===== src/rtl/multitap_entry_ctrl_if.sv =====
// Keypad / commit bus between the scanner, the multi-tap entry controller
// and the message buffer. The controller is the slave side; the keypad and
// downstream logic together form the master side.
interface multitap_entry_ctrl_if #(
  parameter int KEYW = 8,
  parameter int TW   = 2
);
  logic            strobe;
  logic [KEYW-1:0] keycode;
  logic            commit_ready;
  logic            mode;
  logic            upper;
  logic            pend_valid;
  logic [KEYW-1:0] pend_key;
  logic [TW-1:0]   tap_count;
  logic            commit_valid;
  logic [KEYW-1:0] commit_key;
  logic [TW-1:0]   commit_tap;
  logic            commit_mode;
  logic            commit_upper;
  logic            msg_tx_ctrl;
  logic            overflow;

  modport master (
    output strobe, keycode, commit_ready,
    input  mode, upper, pend_valid, pend_key, tap_count,
    input  commit_valid, commit_key, commit_tap, commit_mode, commit_upper,
    input  msg_tx_ctrl, overflow
  );

  modport slave (
    input  strobe, keycode, commit_ready,
    output mode, upper, pend_valid, pend_key, tap_count,
    output commit_valid, commit_key, commit_tap, commit_mode, commit_upper,
    output msg_tx_ctrl, overflow
  );
endinterface


===== src/rtl/multitap_entry_ctrl.sv =====
// Multi-tap keypad text-entry controller. Tracks the pending key and tap
// index, auto-commits after an idle timeout, handles mode/shift/clear/send
// keys and hands committed characters to a one-entry valid/ready register.
module multitap_entry_ctrl #(
  parameter int              KEYW          = 8,
  parameter int              TAP_MAX       = 4,
  parameter int              TIMEOUT       = 50000000,
  parameter bit              SHIFT_ONESHOT = 1'b0,
  parameter logic [KEYW-1:0] KEY_MODE      = 'h28,
  parameter logic [KEYW-1:0] KEY_SHIFT     = 'h84,
  parameter logic [KEYW-1:0] KEY_CLEAR     = 'h48,
  parameter logic [KEYW-1:0] KEY_SEND      = 'h88
) (
  input  logic                  clk,
  input  logic                  nrst,
  multitap_entry_ctrl_if.slave  bus
);

  localparam int TW  = (TAP_MAX > 1) ? $clog2(TAP_MAX) : 1;
  localparam int TMW = (TIMEOUT > 1) ? $clog2(TIMEOUT) : 1;

  typedef enum logic {IDLE = 1'b0, PEND = 1'b1} state_t;

  state_t          state;
  logic            mode_r;
  logic            upper_r;
  logic            pend_valid_r;
  logic [KEYW-1:0] pend_key_r;
  logic [TW-1:0]   tap_r;
  logic [TMW-1:0]  timer_r;
  logic            commit_valid_r;
  logic [KEYW-1:0] commit_key_r;
  logic [TW-1:0]   commit_tap_r;
  logic            commit_mode_r;
  logic            commit_upper_r;
  logic            msg_tx_r;
  logic            overflow_r;

  logic is_mode, is_shift, is_clear, is_send, is_char;
  logic same_key, stalled, timeout_hit, need_commit, drop, do_commit;

  // Decode the incoming strobe and decide whether it commits, stalls or drops.
  always_comb begin
    is_mode     = (bus.keycode == KEY_MODE);
    is_shift    = (bus.keycode == KEY_SHIFT);
    is_clear    = (bus.keycode == KEY_CLEAR);
    is_send     = (bus.keycode == KEY_SEND);
    is_char     = !(is_mode || is_shift || is_clear || is_send);
    same_key    = pend_valid_r && (bus.keycode == pend_key_r);
    stalled     = commit_valid_r && !bus.commit_ready;
    timeout_hit = (state == PEND) && !bus.strobe && (timer_r == TMW'(TIMEOUT - 1));
    need_commit = timeout_hit ||
                  (bus.strobe && pend_valid_r &&
                   ((is_char && !same_key) || is_mode || is_shift || is_send));
    drop        = bus.strobe && need_commit && stalled;
    do_commit   = need_commit && !stalled;
  end

  // Entry FSM, tap/timer tracking and commit holding register.
  always_ff @(posedge clk or negedge nrst) begin
    if (!nrst) begin
      state          <= IDLE;
      mode_r         <= 1'b0;
      upper_r        <= 1'b0;
      pend_valid_r   <= 1'b0;
      pend_key_r     <= '0;
      tap_r          <= '0;
      timer_r        <= '0;
      commit_valid_r <= 1'b0;
      commit_key_r   <= '0;
      commit_tap_r   <= '0;
      commit_mode_r  <= 1'b0;
      commit_upper_r <= 1'b0;
      msg_tx_r       <= 1'b0;
      overflow_r     <= 1'b0;
    end else begin
      msg_tx_r <= 1'b0;

      // Downstream took the held character; a load below overrides this.
      if (commit_valid_r && bus.commit_ready)
        commit_valid_r <= 1'b0;

      // Mode/upper are captured before any toggle from the same strobe.
      if (do_commit) begin
        commit_valid_r <= 1'b1;
        commit_key_r   <= pend_key_r;
        commit_tap_r   <= tap_r;
        commit_mode_r  <= mode_r;
        commit_upper_r <= upper_r;
        if (SHIFT_ONESHOT)
          upper_r <= 1'b0;
      end

      if (drop) begin
        overflow_r <= 1'b1;
      end else if (bus.strobe) begin
        if (is_clear) begin
          state        <= IDLE;
          pend_valid_r <= 1'b0;
          tap_r        <= '0;
          timer_r      <= '0;
          overflow_r   <= 1'b0;
        end else if (is_mode || is_shift || is_send) begin
          state        <= IDLE;
          pend_valid_r <= 1'b0;
          tap_r        <= '0;
          timer_r      <= '0;
          if (is_mode)
            mode_r <= ~mode_r;
          // A one-shot commit has already cleared upper, so the toggle sets it.
          if (is_shift)
            upper_r <= (SHIFT_ONESHOT && do_commit) ? 1'b1 : ~upper_r;
          if (is_send)
            msg_tx_r <= 1'b1;
        end else if (same_key) begin
          tap_r   <= (tap_r == TW'(TAP_MAX - 1)) ? '0 : tap_r + TW'(1);
          timer_r <= '0;
        end else begin
          state        <= PEND;
          pend_valid_r <= 1'b1;
          pend_key_r   <= bus.keycode;
          tap_r        <= '0;
          timer_r      <= '0;
        end
      end else if (state == PEND) begin
        if (timeout_hit) begin
          // Timer holds at its last value while the commit is stalled.
          if (do_commit) begin
            state        <= IDLE;
            pend_valid_r <= 1'b0;
            tap_r        <= '0;
            timer_r      <= '0;
          end
        end else begin
          timer_r <= timer_r + TMW'(1);
        end
      end
    end
  end

  assign bus.mode         = mode_r;
  assign bus.upper        = upper_r;
  assign bus.pend_valid   = pend_valid_r;
  assign bus.pend_key     = pend_key_r;
  assign bus.tap_count    = tap_r;
  assign bus.commit_valid = commit_valid_r;
  assign bus.commit_key   = commit_key_r;
  assign bus.commit_tap   = commit_tap_r;
  assign bus.commit_mode  = commit_mode_r;
  assign bus.commit_upper = commit_upper_r;
  assign bus.msg_tx_ctrl  = msg_tx_r;
  assign bus.overflow     = overflow_r;

endmodule

===== src/flat_wrapper.sv =====
// flat-port wrapper written by rule: the top's interface ports become plain ports
module multitap_entry_ctrl_flat 
#(
  parameter int              KEYW          = 8,
  parameter int              TAP_MAX       = 4,
  parameter int              TIMEOUT       = 50000000,
  parameter bit              SHIFT_ONESHOT = 1'b0,
  parameter logic [KEYW-1:0] KEY_MODE      = 'h28,
  parameter logic [KEYW-1:0] KEY_SHIFT     = 'h84,
  parameter logic [KEYW-1:0] KEY_CLEAR     = 'h48,
  parameter logic [KEYW-1:0] KEY_SEND      = 'h88
)
  (clk, nrst, bus_strobe, bus_keycode, bus_commit_ready, bus_mode, bus_upper, bus_pend_valid, bus_pend_key, bus_tap_count, bus_commit_valid, bus_commit_key, bus_commit_tap, bus_commit_mode, bus_commit_upper, bus_msg_tx_ctrl, bus_overflow);
  multitap_entry_ctrl_if #(.KEYW(KEYW)) bus_i ();
  input  logic clk;
  input  logic nrst;
  input wire logic [$bits(bus_i.strobe)-1:0] bus_strobe;
  input wire logic [$bits(bus_i.keycode)-1:0] bus_keycode;
  input wire logic [$bits(bus_i.commit_ready)-1:0] bus_commit_ready;
  output wire logic [$bits(bus_i.mode)-1:0] bus_mode;
  output wire logic [$bits(bus_i.upper)-1:0] bus_upper;
  output wire logic [$bits(bus_i.pend_valid)-1:0] bus_pend_valid;
  output wire logic [$bits(bus_i.pend_key)-1:0] bus_pend_key;
  output wire logic [$bits(bus_i.tap_count)-1:0] bus_tap_count;
  output wire logic [$bits(bus_i.commit_valid)-1:0] bus_commit_valid;
  output wire logic [$bits(bus_i.commit_key)-1:0] bus_commit_key;
  output wire logic [$bits(bus_i.commit_tap)-1:0] bus_commit_tap;
  output wire logic [$bits(bus_i.commit_mode)-1:0] bus_commit_mode;
  output wire logic [$bits(bus_i.commit_upper)-1:0] bus_commit_upper;
  output wire logic [$bits(bus_i.msg_tx_ctrl)-1:0] bus_msg_tx_ctrl;
  output wire logic [$bits(bus_i.overflow)-1:0] bus_overflow;
  assign bus_i.strobe = bus_strobe;
  assign bus_i.keycode = bus_keycode;
  assign bus_i.commit_ready = bus_commit_ready;
  assign bus_mode = bus_i.mode;
  assign bus_upper = bus_i.upper;
  assign bus_pend_valid = bus_i.pend_valid;
  assign bus_pend_key = bus_i.pend_key;
  assign bus_tap_count = bus_i.tap_count;
  assign bus_commit_valid = bus_i.commit_valid;
  assign bus_commit_key = bus_i.commit_key;
  assign bus_commit_tap = bus_i.commit_tap;
  assign bus_commit_mode = bus_i.commit_mode;
  assign bus_commit_upper = bus_i.commit_upper;
  assign bus_msg_tx_ctrl = bus_i.msg_tx_ctrl;
  assign bus_overflow = bus_i.overflow;
  multitap_entry_ctrl #(.KEYW(KEYW), .TAP_MAX(TAP_MAX), .TIMEOUT(TIMEOUT), .SHIFT_ONESHOT(SHIFT_ONESHOT), .KEY_MODE(KEY_MODE), .KEY_SHIFT(KEY_SHIFT), .KEY_CLEAR(KEY_CLEAR), .KEY_SEND(KEY_SEND)) u_core (.clk(clk), .nrst(nrst), .bus(bus_i));
endmodule

===== config.mk =====
export PLATFORM = sky130hd
export DESIGN_NAME = multitap_entry_ctrl_flat
export DESIGN_NICKNAME = d
export VERILOG_FILES = /design/src/rtl/multitap_entry_ctrl_if.sv /design/src/rtl/multitap_entry_ctrl.sv /design/src/flat_wrapper.sv
export SDC_FILE = /design/constraint.sdc
export NUM_CORES = 1
export LEC_CHECK = 0
export ABC_AREA = 1
export CORE_MARGIN = 10
export CORE_UTILIZATION = 55
export DETAILED_ROUTE_END_ITERATION = 7
export PLACE_DENSITY = 0.77
export SETUP_SLACK_MARGIN = 0.1
export SYNTH_ARGS = -nofsm -noshare
export SYNTH_HDL_FRONTEND = slang
export SYNTH_SLANG_ARGS = --single-unit

===== constraint.sdc =====
create_clock -name clk -period 3.2 [get_ports clk]
set_input_delay 0.32 -clock clk [delete_from_list [all_inputs] [get_ports clk]]
set_output_delay 0.32 -clock clk [all_outputs]
set_load 0.02 [all_outputs]

After elaboration in Yosys (flattened, before gate mapping)
Cells that the tools add are included.
- add/subtract/negate cells: 2
- eq/ne operators: 9
- mux-type cells: 33
- bitwise logic cells: 6
- reductions and logical operators: 38
- operators with widths (operator ; count):
    $mux W26 ; 4
    $add A26 B1 Y26 const B ; 1
    $eq A26 B26 Y1 const B ; 1
    $mux W1 ; 21
    $reduce_and A5 Y1 ; 4
    $eq A8 B8 Y1 const B ; 2
    $mux W2 ; 8
    $reduce_bool A2 Y1 ; 6
    $logic_and A1 B1 Y1 ; 11
    $eq A8 B6 Y1 const B ; 1
    $eq A8 B7 Y1 const B ; 1
    $eq A8 B8 Y1 ; 1
    $logic_or A1 B1 Y1 ; 8
    $not A1 Y1 ; 6
    $logic_not A1 Y1 ; 5
    $ne A4 B3 Y1 const B ; 1
    $reduce_and A2 Y1 ; 2
    $reduce_and A4 Y1 ; 1
    $ne A3 B3 Y1 const B ; 1
    $reduce_and A3 Y1 ; 1
    $add A2 B1 Y2 const B ; 1
    $eq A2 B2 Y1 const B ; 1
- register bits after elaboration: 55
- bits of input ports: 12
- output and inout port bits: 28
- logic and storage cells: 102

Longest topological paths before layout
Gate-level depths: netlist of run 1.
- depth in word-level cells: 16
- gate-level depth with buffers: 16
- depth with buffers taken out: 15

Worst setup path before layout of run 1
Ideal clock, no wire load.
- path kind: register -> register
- start: register u_core.timer_r[0]
- end: register u_core.commit_key_r[2] (netlist: u_core.bus.commit_key[2])
- library setup time: 0.118 ns
- arrival time: 1.890 ns
- data required time: 3.082 ns
- setup slack: 1.192 ns
- cell stages (with the launch flop): 12
- buffers on the path: 1
- period minus slack after synthesis: 2.008 ns
- path through: dfrtp_1 -> ha_1 -> nand3_2 -> nor3_2 -> nand2_1 -> nor3_4 -> inv_2 -> nand2_4 -> nand2_4 -> buf_6 -> nand2_2 -> o21ai_2
- cells in the longest elaborated chain, start to end: 4
- RTL lines (element ; line ; source):
    start, declared ; multitap_entry_ctrl.sv:30 ; logic [TMW-1:0] timer_r;
    start signal, assigned ; multitap_entry_ctrl.sv:135 ; timer_r <= timer_r + TMW'(1);
    $eq A26 B26 Y1 ; multitap_entry_ctrl.sv:51 ; timeout_hit = (state == PEND) && !bus.strobe && (timer_r == TMW'(TIMEOUT - 1));
    $logic_and A1 B1 Y1 ; multitap_entry_ctrl.sv:51 ;
    $logic_or A1 B1 Y1 ; multitap_entry_ctrl.sv:52 ; need_commit = timeout_hit ||
    $logic_and A1 B1 Y1 ; multitap_entry_ctrl.sv:56 ; do_commit = need_commit && !stalled;
    end signal, assigned ; multitap_entry_ctrl.sv:86 ; commit_key_r <= pend_key_r;
    end, declared ; multitap_entry_ctrl.sv:32 ; logic [KEYW-1:0] commit_key_r;
No other way between the ends.
A chain may end at the register's enable or synchronous reset.

Worst setup path in the final report of run 1
- start: register u_core.timer_r[0]
- end: register u_core.timer_r[18]
- cells in the longest elaborated chain, start to end: 7
- elaborated cells on any way between the ends: 13
- classes of those cells: 1 x add/sub; 2 x eq/ne; 3 x mux; 1 x bitwise; 6 x reduce/logical
- RTL lines (element):
    parallel branches: the longest is 7 deep, another holds $add A26 B1 Y26
Several ways; the timed one is not identified. The select of a mux whose other input is x is not followed.

==> results of run 1 <==
## final timing paths
| kind | cells after the start | to | slack (ps) |
|---|---|---|---|
| max in group asynchronous | 2 | u_core.timer_r[9] | 2390 |
| max reg2reg | 9 | u_core.timer_r[18] | 470 |
| min | 1 | u_core.timer_r[6] | 30 |
| max | 9 | u_core.timer_r[18] | 470 |
| min reg2reg | 2 | u_core.bus.commit_key[4] | 480 |
| min in group clk | 2 | u_core.bus.commit_key[4] | 480 |
## per-stage QoR
step | power (mW) | setup slack, ps | instances | utilization | instance area [µm²]
6_report | 1.668 | 465.0 | 602 | 0.6620 | 3989
5_1_grt | 1.744 | 239.5 | 602 | 0.6620 | 3989
4_1_cts | 1.681 | 515.5 | 602 | 0.6620 | 3989
3_5_place_dp | 1.199 | 333.8 | 594 | 0.6429 | 3874
3_3_place_gp | 1.191 | 478.8 | 594 | 0.6429 | 3874
2_1_floorplan | 1.033 | 1192 | 492 | - | 3470
## worst max-delay path, delay by kind of cell, from the launching register on
kind	cells	cell delay [ps]
fa+ha+maj	1	300
flops	1	460
simple gates	8	1890
## logic make-up after synthesis
kind of cell | count (synthesis) | share of synthesized area
AOI/OAI and AO/OA | 19 | 0.03787
xor gates and xnor gates | 18 | 0.04544
DFF | 55 | 0.3967
adders and majority gates | 2 | 0.007211
buffers and inverters | 61 | 0.07681
and+or+nand+nor | 337 | 0.4360
## power by group
| group | switching [mW] | total (mW) | internal (mW) |
|---|---|---|---|
| combinational | 0.228 | 0.382 | 0.154 |
| clock | 0.249 | 0.486 | 0.236 |
| sequential | 0.0498 | 0.801 | 0.751 |
## cell type report
cell class | instances | area [µm²] | share of cell area
flip-flops and latches | 55 | 1376 | 0.3450
clock inverters | 3 | 46.29 | 0.01161
multi-input cells | 376 | 1827 | 0.4580
repair buffers | 41 | 400.4 | 0.1004
clock buffers | 5 | 68.82 | 0.01725
well taps | 75 | 93.84 | 0.02353
inverters | 47 | 176.4 | 0.04423
## layer usage
layer  wire (µm)  part of all wire  global-route usage
met1        4124              0.47              0.2533
met2        3876              0.44              0.2625
met3         613             0.070             0.04221
met4         105             0.012             0.04520
met5           0                 0                   0
## flip-flops by register name, indices dropped and copies added (netlist names), 2 cells and up
| register | flops |
|---|---|
| u_core.bus.pend_key | 8 |
| u_core.bus.commit_tap | 2 |
| u_core.bus.commit_key | 8 |
| u_core.bus.tap_count | 2 |
| u_core.timer_r | 26 |
## layout by cell type, fill, tap and decap left out, types with 3 or more instances in the layout
master,synthesis,routed
nand4_1,9,9
o21ai_2,8,8
nand3b_1,7,7
inv_2,5,5
nand2_1,173,173
a21oi_1,7,7
xnor2_1,7,7
inv_1,41,41
nor2_1,55,55
nand3_1,51,51
dfrtp_1,55,55
clkbuf_8,0,5
nor3_1,19,19
xor2_1,11,11
nand2_2,8,8
nand2_4,3,3
clkdlybuf4s50_1,0,38
==> summary.md, run 1 <==
| Metric | Value |
|---|---|
| Status | `completed` |
| Share of layout cells above drive strength 1 | `0.08349` |
| TritonCTS clock tree | `built` |
| CTS Hold Bufs | `0` |
| Hold Crit Class | `in -> async` |
| Worst path cell trace | `ha_1 > nand3_2 > nor3_2 > nand2_1 > nor3_4 > nand3_4 > nand2_4 > nand2_1 > nand2_1` |
| Avg WL per Cell | `approximately 14 µm` |
| Data arrival time of the worst path | `around 3000 ps` |
| Initial antenna violation count | `0` |
| Critical path launch point type | `register` |
| Diodes inserted | `0` |
| Io pins | `40` |
| Starting Density | `0.5758` |
| Mapped Area | `between 3000 and 4000 µm²` |
| CP Max Fanout | `27` |
| Slew Viols, Final | `0` |
| Vias in the first global route | `approximately 3,000` |
| Crit path required time | `around 3500 ps` |
| Clock transition at the registers of the reported paths | `roughly 110 ps` |
| Port Buffers | `39` |
| Pwr per Cell Area | `418.2 nW/µm²` |
| Mapped Nets | `506` |
| Max clock buf depth | `2` |
| Overflow after GRT | `0` |
| Reg-to-Reg Start | `u_core.timer_r[0]` |
| Synth Warn # | `0` |
| GP Congestion | `between 0.9 and 1` |
| First-pass GRT wire length | `roughly 15 mm` |
| Top_reg_cell synth | `dfrtp_1` |
| WS Path Type | `reg -> reg` |
| Setup crit end kind | `register` |
| DR DRC count | `0` |
| Antenna viol nets, final | `0` |
| Setup violations, final | `0` |
| Num CTS Buffers | `5` |
| Worst path most repeated cell | `nand2_1` |
| Worst Skew | `11.28 ps` |
| Fin. Hold Viols | `0` |
| Die Span Y | `99.43 µm` |
| Fmax achieved | `approximately 0.37 GHz` |
| Largest net degree at the start of global routing | `31` |
| Async S/R FF share, synth | `1.000` |
| Vias per cell | `~5.4` |
| Core area | `6026 µm²` |
| First drt pass iteration count | `5` |
| DP HPWL | `6.292 mm` |
| RSZ-0062 raised after global routing | `no` |
| Seq/Total Area, Yosys | `0.3967` |
| Syn_area_per_cell | `7.052 µm²` |
| Largest cells by area after synthesis | `dfrtp_1 40%, nand2_1 19%, nand3_1 7.4%` |
| Area share of the largest cell type after synthesis | `0.3967` |
| Cell with the most instances after synthesis | `nand2_1` |
| Maxcap violations | `0` |
| Chip Width | `a little under 100 µm` |
| Leakage | `around 1.9 nW` |
| DR vias | `3,259` |
| Number of synthesized register bits | `55` |
| Setup TNS | `0 ps` |
| Fin nets | `540` |
| CP max stage delay | `a little over 500 ps` |
| Post-CTS setup buffer count | `0` |
| 1st-iter DRT viols | `roughly 340` |
| Synth cell count leaders | `173 x nand2_1, 55 x dfrtp_1, 55 x nor2_1` |
| Distinct cells, synth | `31` |
| EDFF count, synth | `0` |
| Post-Syn Instances | `approximately 500` |
| Rows | `28` |
| Fill count | `between 500 and 600` |
| Max-Slew Margin vs Limit | `0.5457` |
| Drt total wl | `about 8.7 mm` |
| GR Util All Layers | `0.1779` |
| Crit path time final | `around 2700 ps` |
| Tcrit/Tclk final | `0.8547` |
| H-tree Lvls | `2` |
| Synth area leader | `dfrtp_1` |
| Worst slew pin tran | `~700 ps` |
| Resize count post-CTS | `0` |
| Worst vdd ir | `between 300 and 400 µV` |
| Skew-Pair Late Insertion Delay | `about 320 ps` |
| Final hold slack | `28.11 ps` |
| Root buffer cell | `clkbuf_8` |
| Synth-to-layout area growth | `14.97%` |
| Die ar. | `between 9000 and 10,000 µm²` |
| Clk sinks | `55` |
| Crit. Startpoint | `u_core.timer_r[0]` |
| Worst path slowest cell | `nor3_4` |
No activity file was read; power rests on OpenSTA's default activity.
==> inputs of run 2 (changes only) <==
Clock period 3.2 ns to 2.9 ns, I/O delays scaled along.
==> run 2 against run 1 <==
Maximum frequency up 9.6%. Largest power group unchanged. Critical path type unchanged. Sequential power up 10%. Clock power grew 9.1%. Via count rose by 0.98%. Non-clock buffer count is 5 higher.
==> summary.md, run 2 (synthesized netlist as in run 1, its figures left out) <==
| Metric | Value |
|---|---|
| Largest reg by FF count | `u_core.timer_r` |
| Synth-to-layout area growth | `16.41%` |
| Vias per cell | `5.413 (about the same)` |
| Drt total wl | `8.822 mm (+1.2%)` |
| Resize count post-CTS | `0 (unchanged)` |
| Int Power | `1.279 mW (+12%)` |
| Starting Density | `0.5758 (unchanged)` |
| Tcrit/Tclk final | `0.8603 (+0.005589)` |
| Max-Slew Margin vs Limit | `0.5369 (-0.008745)` |
| Rows | `28 (unchanged)` |
| Maxcap violations | `0 (unchanged)` |
| Final hold slack | `78.65 ps (+50.54 ps)` |
| Hold Crit Class | `in -> async` |
| CP Max Fanout | `26 (-3.7%)` |
| Clock transition at the registers of the reported paths | `100 ps (about the same)` |
| Worst Skew | `6.869 ps (-4.409 ps)` |
| Max clock buf depth | `2 (unchanged)` |
| CTS Hold Bufs | `0 (unchanged)` |
| Clock share of power | `0.289 (-0.002)` |
| RSZ-0062 raised after global routing | `no` |
| Sw frac | `0.3030 (-0.01315)` |
| Io pins | `40 (unchanged)` |
| Largest net degree at the start of global routing | `56 (+81%)` |
| TritonCTS clock tree | `built` |
| Crit path time final | `2495 ps (-240.2 ps)` |
| Setup violations, final | `0 (unchanged)` |
| Slew Viols, Final | `0 (unchanged)` |
| Worst vdd ir | `372.2 µV (+20%)` |
| Diodes inserted | `0 (unchanged)` |
| Most common cell after layout, fill and taps aside | `nand2_1` |
| Total chip power | `1.836 mW (+10%)` |
| Pwr per Cell Area | `454.5 nW/µm² (+8.7%)` |
| H-tree Lvls | `2 (unchanged)` |
| Die Span Y | `99.43 µm (unchanged)` |
| Crit path required time | `3110 ps (-350 ps)` |
| Fmax achieved | `0.4008 GHz (+9.6%)` |
| Setup crit end kind | `register` |
| GP Congestion | `0.9325 (-3.1%)` |
| Root buffer cell | `clkbuf_8` |
| Placed insts | `597 (+0.51%)` |
| Max reg flops | `26 (unchanged)` |
| Initial antenna violation count | `0 (unchanged)` |
| DP HPWL | `6.433 mm (+2.2%)` |
| Top Family by Delay on Critical Path | `simple AND/OR/NAND/NOR gates` |
| Overflow after GRT | `0 (unchanged)` |
| Final non-filler cell total | `608 (+1.0%)` |
| Sw Pwr | `556.3 µW (+5.5%)` |
| Data arrival time of the worst path | `2710 ps (-280 ps)` |
| Fin. Hold Viols | `0 (unchanged)` |
| Port Buffers | `39 (unchanged)` |
| Worst path slowest cell | `dfrtp_1` |
| Status | `completed` |
| Fin nets | `546 (+1.1%)` |
| Fin util | `0.6703 (+0.008306)` |
| First-pass GRT wire length | `15.24 mm (+2.3%)` |
| Setup TNS | `0 ps (unchanged)` |
| Share of layout cells above drive strength 1 | `0.09381 (+0.01032)` |
| Antenna viol nets, final | `0 (unchanged)` |
| DR vias | `3,291 (+0.98%)` |
| 1st-iter DRT viols | `283 (-17%)` |
| DR DRC count | `0 (unchanged)` |
| Avg WL per Cell | `14.51 µm (+0.17%)` |
| FF/Latch Area | `1376 µm² (unchanged)` |
| Worst path cell trace | `ha_1 > nand3_2 > inv_1 > nand2_1 > nor3_1 > nand4_1 > nand3_4 > nand2_4 > nand2_1 > nand2_1` |
| Sequential Power Share | `0.481 (about the same)` |
| Skew-Pair Late Insertion Delay | `310 ps (about the same)` |
| CP max stage delay | `450 ps (-60 ps)` |
| First drt pass iteration count | `5 (unchanged)` |
| Num CTS Buffers | `5 (unchanged)` |
| GR Util All Layers | `0.1827 (+0.004850)` |
| Fill count | `560 (+2.4%)` |
| Vias in the first global route | `3,167 (+6.6%)` |
| Chip Width | `99.43 µm (unchanged)` |
| Critical path launch point type | `register` |
| Worst Path Buf+Inv | `1 (+1)` |
| Core area | `6026 µm² (unchanged)` |
| Clk sinks | `55 (unchanged)` |
| WS Path Type | `reg -> reg` |
| Post-CTS setup buffer count | `0 (unchanged)` |
| Die ar. | `9885 µm² (unchanged)` |
| Leakage | `1.937 nW (+1.6%)` |
| Combinational group share of total power | `0.230 (about the same)` |
| Worst slew pin tran | `694.6 ps (+13.12 ps)` |
| Commonest cells after routing, fill and taps aside | `173 x nand2_1, 55 x nor2_1, 55 x dfrtp_1` |
| Multi-input gate area | `1837 µm² (+0.55%)` |
| Worst path most repeated cell | `nand2_1` |
run 2: path summary, 6_finish.rpt:
check                                    startpoint                       end  slack (ps)  cells past startpoint
hold / removal                                 nrst    u_core.bus.pend_key[4]          80                      2
setup / recovery                  u_core.timer_r[0]        u_core.timer_r[21]         410                     10
max in group asynchronous                      nrst         u_core.timer_r[7]        2340                      2
hold reg to reg            u_core.bus.commit_key[4]  u_core.bus.commit_key[4]         480                      2
setup reg to reg                  u_core.timer_r[0]        u_core.timer_r[21]         410                     10
min in group clk           u_core.bus.commit_key[4]  u_core.bus.commit_key[4]         480                      2
run 2: power groups by stage:
stage               Sequential, mW  Clock, mW  Combinational [mW]
floorplan                    0.956          0               0.184
global placement             0.895          0               0.420
detailed placement           0.899          0               0.427
CTS                          0.884      0.544               0.429
global route                 0.895      0.570               0.463
finish                       0.884      0.530               0.422
run 2: layout make-up:
| type | instances | area share |
|---|---|---|
| multi-input combinational | 377 | 0.4548 |
| sequential | 55 | 0.3408 |
| timing repair buffer | 46 | 0.1084 |
| inverter | 47 | 0.04368 |
| tap | 75 | 0.02323 |
| clock buffer | 6 | 0.02045 |
| clock inverter | 2 | 0.008674 |
run 2: per-stage QoR:
step | setup slack, ps | area (µm²)
6_report | 405.2 | 4039
5_1_grt | 179.9 | 4039
4_1_cts | 441.3 | 4014
3_5_place_dp | 170.1 | 3896
3_3_place_gp | 310.7 | 3896
2_1_floorplan | 892.2 | 3470
run 2: per-layer routing:
metal | share of wire | up-vias | global-route usage
li1 | - | 1641 | -
met1 | 0.48 | 1521 | 0.2471
met2 | 0.44 | 119 | 0.2846
met3 | 0.064 | 10 | 0.04014
met4 | 0.011 | 0 | 0.05402
met5 | 0 | - | 0
